<file path="src/rtl/std_sacc_if.sv">
// Handshake and data bundle for std_sacc: go/clear/in from the parent,
// out/count/ovf/done back from the accumulator.
interface std_sacc_if #(
  parameter int width     = 32,
  parameter int cnt_width = 16
);
  logic                 go;
  logic                 clear;
  logic [width-1:0]     in;
  logic [width-1:0]     out;
  logic [cnt_width-1:0] count;
  logic                 ovf;
  logic                 done;

  modport master (
    output go, clear, in,
    input  out, count, ovf, done
  );

  modport slave (
    input  go, clear, in,
    output out, count, ovf, done
  );
endinterface

</file>
<file path="src/rtl/std_sacc.sv">
// Signed accumulator with go/done handshake, sticky overflow and sample counter.
// Define STD_SACC_SATURATE_EN to clamp out on overflow instead of wrapping.
module std_sacc #(
  parameter int width     = 32,
  parameter int cnt_width = 16
) (
  input  logic  clk,
  input  logic  reset,
  std_sacc_if.slave bus
);

  localparam logic [1:0] IDLE = 2'd0;
  localparam logic [1:0] ADD  = 2'd1;
  localparam logic [1:0] DONE = 2'd2;

`ifdef STD_SACC_SATURATE_EN
  localparam logic [width-1:0] SAT_MAX = {1'b0, {(width-1){1'b1}}};
  localparam logic [width-1:0] SAT_MIN = {1'b1, {(width-1){1'b0}}};
`endif

  logic [1:0]           state_reg,  state_next;
  logic [width-1:0]     in_q_reg,   in_q_next;
  logic [width-1:0]     out_reg,    out_next;
  logic [cnt_width-1:0] count_reg,  count_next;
  logic                 ovf_reg,    ovf_next;

  logic [width:0]       sum;
  logic                 sum_ovf;
  logic [width-1:0]     result;

  // One extra bit of headroom makes overflow a simple top-two-bit mismatch.
  assign sum     = {out_reg[width-1], out_reg} + {in_q_reg[width-1], in_q_reg};
  assign sum_ovf = sum[width] ^ sum[width-1];

`ifdef STD_SACC_SATURATE_EN
  always_comb begin
    result = sum[width-1:0];
    if (sum_ovf) begin
      result = sum[width] ? SAT_MIN : SAT_MAX;
    end
  end
`else
  assign result = sum[width-1:0];
`endif

  always_comb begin
    state_next = state_reg;
    in_q_next  = in_q_reg;
    out_next   = out_reg;
    count_next = count_reg;
    ovf_next   = ovf_reg;

    if (bus.clear) begin
      // Clear wins over go and aborts whatever is in flight, so no done follows.
      state_next = IDLE;
      out_next   = '0;
      count_next = '0;
      ovf_next   = 1'b0;
    end else begin
      case (state_reg)
        IDLE: begin
          if (bus.go) begin
            in_q_next  = bus.in;
            state_next = ADD;
          end
        end
        ADD: begin
          out_next   = result;
          ovf_next   = ovf_reg | sum_ovf;
          count_next = (&count_reg) ? count_reg : count_reg + 1'b1;
          state_next = DONE;
        end
        DONE: begin
          state_next = IDLE;
        end
        default: begin
          state_next = IDLE;
        end
      endcase
    end
  end

  always_ff @(posedge clk or negedge reset) begin
    if (!reset) begin
      state_reg <= IDLE;
      in_q_reg  <= '0;
      out_reg   <= '0;
      count_reg <= '0;
      ovf_reg   <= 1'b0;
    end else begin
      state_reg <= state_next;
      in_q_reg  <= in_q_next;
      out_reg   <= out_next;
      count_reg <= count_next;
      ovf_reg   <= ovf_next;
    end
  end

  assign bus.out   = out_reg;
  assign bus.count = count_reg;
  assign bus.ovf   = ovf_reg;
  assign bus.done  = (state_reg == DONE);

endmodule

</file>
<file path="src/flat_wrapper.sv">
// flat-port wrapper written by rule: the top's interface ports become plain ports
module std_sacc_flat 
#(
  parameter int width     = 32,
  parameter int cnt_width = 16
)
  (clk, reset, bus_go, bus_clear, bus_in, bus_out, bus_count, bus_ovf, bus_done);
  std_sacc_if #(.width(width), .cnt_width(cnt_width)) bus_i ();
  input  logic clk;
  input  logic reset;
  input wire logic [$bits(bus_i.go)-1:0] bus_go;
  input wire logic [$bits(bus_i.clear)-1:0] bus_clear;
  input wire logic [$bits(bus_i.in)-1:0] bus_in;
  output wire logic [$bits(bus_i.out)-1:0] bus_out;
  output wire logic [$bits(bus_i.count)-1:0] bus_count;
  output wire logic [$bits(bus_i.ovf)-1:0] bus_ovf;
  output wire logic [$bits(bus_i.done)-1:0] bus_done;
  assign bus_i.go = bus_go;
  assign bus_i.clear = bus_clear;
  assign bus_i.in = bus_in;
  assign bus_out = bus_i.out;
  assign bus_count = bus_i.count;
  assign bus_ovf = bus_i.ovf;
  assign bus_done = bus_i.done;
  std_sacc #(.width(width), .cnt_width(cnt_width)) u_core (.clk(clk), .reset(reset), .bus(bus_i));
endmodule
</file>
<file path="config.mk">
export PLATFORM = sky130hd
export DESIGN_NAME = std_sacc_flat
export DESIGN_NICKNAME = d
export VERILOG_FILES = /design/src/rtl/std_sacc_if.sv /design/src/rtl/std_sacc.sv /design/src/flat_wrapper.sv
export SDC_FILE = /design/constraint.sdc
export NUM_CORES = 1
export LEC_CHECK = 0
export CORE_UTILIZATION = 40
export CTS_CLUSTER_DIAMETER = 100
export DETAILED_ROUTE_END_ITERATION = 16
export PLACE_DENSITY = 0.68
export SYNTH_ARGS = -nofsm -noshare
export SYNTH_HDL_FRONTEND = slang
export SYNTH_SLANG_ARGS = --single-unit
export TNS_END_PERCENT = 30
</file>
<file path="constraint.sdc">
create_clock -name clk -period 2.9 [get_ports clk]
set_input_delay 0.29 -clock clk [delete_from_list [all_inputs] [get_ports clk]]
set_output_delay 0.29 -clock clk [all_outputs]
set_load 0.02 [all_outputs]
</file>
==> run metrics <==
CP top delay family=compound AO/OA/AOI/OAI gates; Seq/Total Area, Yosys=0.408; Period Utilization, post-route=0.958; final core occ=0.527; CTS tree=yes; Synth Warn #=0; Post-Synth Adder-Cell Area=0.0849; syn_nets=around 560; vias in the first global route=just over 4000; WP buf/inv=0; GRT overflow=0; CP cell instances=ha_1 > fa_2 > a211oi_2 > o21ai_2 > a211oi_4 > a311o_2 > a31oi_1 > or3_1 > a32o_1; post-synthesis simple-gate area fraction=0.112; commonest cells in the synthesized netlist=dfrtp_1 (83), a21oi_1 (34), ha_1 (33), mux2_2 (32), nor2_1 (32); area grow syn2layout=26.2%; vias per cell=~5.4; clk slew on worst S/H paths=~0.06 ns; status=completed; Pwr per Cell Area=around 600 nW/um^2; fraction of layout cells with a size suffix above 1=0.136; VDD IR max=approximately 280 uV; Worst slew margin=0.293; WL/cell=16.3 um; initial drt markers=just over 200; Synth Register Bits=83; Syn Inst Count=just under 500; worst reg-to-reg path cell count=9; number of enable flip-flop cells after synthesis=0; gr usage total=0.197; Core Region=between 10000 and 15000 um^2; XOR/XNOR share of the synthesized area=0.0705; Worst Setup Start Kind=flip-flop; post-route ant nets=0; Critical R2R Capture=u_core.bus.out[22]; reg2reg start=u_core.bus.out[0]; count leader, synth=dfrtp_1; first-pass GRT wire length=around 20000 um; final hold slack=between 0.1 and 0.15 ns; clk sinks=between 80 and 90; WL final=approximately 12000 um; initial antenna violation count=0; largest cells by area after synthesis=dfrtp_1 (41%), ha_1 (8.1%), mux2_2 (7.1%); final hold vios=0; GPL Wtd Cong=roughly 0.85; endpoints failing setup=0; main combinational cell family by area after synthesis=compound AO/OA/AOI/OAI gates; Crit Path Class=flip-flop to flip-flop; CTS Buffer Depth=2; vias=slightly above 4000; Post-layout nets=about 650; initial core utilization=0.417; DRC viols=0; htree depth=3; DP Worst Slack=0.122 ns; Die ar.=roughly 13000 um^2; row cnt=40; crit-path max FO=3; crit-path max cell delay=roughly 0.40 ns; Synth Area in Compound Gates=0.220; Syn Area/Cell=~10 um^2; LEAKAGE=roughly 0.0029 uW; crit path time final=2.78 ns; cell area after synthesis=slightly above 5000 um^2; total of max-cap violations=0; HPWL Detailed=between 8000 and 9000 um; fmax=0.360 GHz; Synth async-reset ratio=1.00; pin count of the biggest net entering global routing=84; mux contribution to synthesized area=0.0707; CTS root buffer=clkbuf_16; Unique masters post-synth=59; Slew Viols, Final=0; setup slack, reg-to-reg=between 0.1 and 0.15 ns; Worst-Margin Slew=around 1.1 ns; Worst Hold Class=primary input to async pin; critical path required time=3.15 ns; Final WS setup=~0.12 ns; Die Width=roughly 110 um; Layout Skew=0.00765 ns; crit path DAT=3.03 ns; number of diodes=0; Post-synth top flop=dfrtp_1; top cell type's share of synthesized area=0.408; Synth area leader=dfrtp_1; Die Ht=~110 um; critical path's slowest cell=dfrtp_1; I/O pin count=86; I/O Buffers=85; clk_lat worst skew=0.35 ns; CTS buffer count=9; TNS Setup=0 ns; DR pass1 iterations=4; crit end category=flip-flop
## timing repair
item / in CTS / in global routing
gates resized for setup: 0 / 1
endpoints found under the setup margin: 0 / 3
buffers inserted: 0 / 1
hold buffers: 0 / 0
## kinds of logic after synthesis
kind of cell / Yosys count
XOR/XNOR: 41
AO/OA/AOI/OAI: 152
AND/OR/NAND/NOR: 113
buffers and inverters: 36
flip-flops: 83
multiplexers: 32
adder cells (fa/ha/maj): 34
## cell type report
type                            instances  area, um^2
Multi-Input combinational cell        372        2860
Sequential cell                        83        2080
Timing Repair Buffer                   95         923
Inverter                               15        56.3
Clock buffer                           11         253
Clock inverter                          4        50.0
Fill cell                            1160        5780
Tap cell                              168         210
## per-stage QoR
| step | cell area [um^2] | instances | total power (uW) |
|---|---|---|---|
| floorplan | 5100 | 491 | 2280 |
| global placement | 6120 | 732 | 2630 |
| detailed placement | 6120 | 732 | 2650 |
| CTS | 6420 | 747 | 3840 |
| global route | 6430 | 748 | 4040 |
| finish | 6430 | 748 | 3820 |
## power breakdown
part	total (uW)	switching [uW]	leakage, uW	internal (uW)
combinational	1240	671	0.00165	571
clock	1180	474	0.000144	707
sequential	1400	106	0.00108	1290
total	3820	1250	0.00287	2570
## worst max path at each step
stage                       from            endpoint  slack [ns]  depth (start not counted)
2_1_floorplan  u_core.bus.out[0]  u_core.bus.out[22]        0.20                          9
3_3_place_gp   u_core.bus.out[0]  u_core.bus.out[22]        0.19                          9
3_5_place_dp   u_core.bus.out[0]  u_core.bus.out[22]        0.12                          9
4_1_cts        u_core.bus.out[0]  u_core.bus.out[22]        0.09                          9
5_1_grt        u_core.bus.out[0]  u_core.bus.out[22]      -0.001                          9
6_report       u_core.bus.out[0]  u_core.bus.out[22]        0.12                          9
## layout by cell type (no fill, tap or decap), drive strengths merged, types with 2 or more instances in the layout
| cell type | count |
|---|---|
| clkdlybuf4s50 | 84 |
| dfrtp | 83 |
| a21oi | 36 |
| ha | 33 |
| nor2 | 32 |
| mux2 | 32 |
| a22o | 31 |
| nand2 | 28 |
| o21ai | 24 |
| xor2 | 21 |
| xnor2 | 20 |
| inv | 15 |
| a21o | 15 |
| nand3 | 13 |
| nand4 | 12 |
| buf | 11 |
| clkbuf | 11 |
| a211oi | 11 |
| and3 | 8 |
| o21bai | 7 |
| nor3 | 5 |
| o211ai | 4 |
| or3 | 4 |
| a31oi | 4 |
| and4 | 3 |
| o21a | 3 |
| a21boi | 2 |
| nand4b | 2 |
| o311ai | 2 |
| nand2b | 2 |
| a41oi | 2 |
| clkinvlp | 2 |
| a311o | 2 |
| a211o | 2 |
## layer usage
metal  up-vias  global-route usage  wire, um
met5         -                   0         0
met4         0              0.0649       127
met3        11              0.0490       570
met2        90               0.316      5670
met1      1985               0.260      5820
li1       1984                   -         -
No activity file was read; power rests on OpenSTA's default activity.
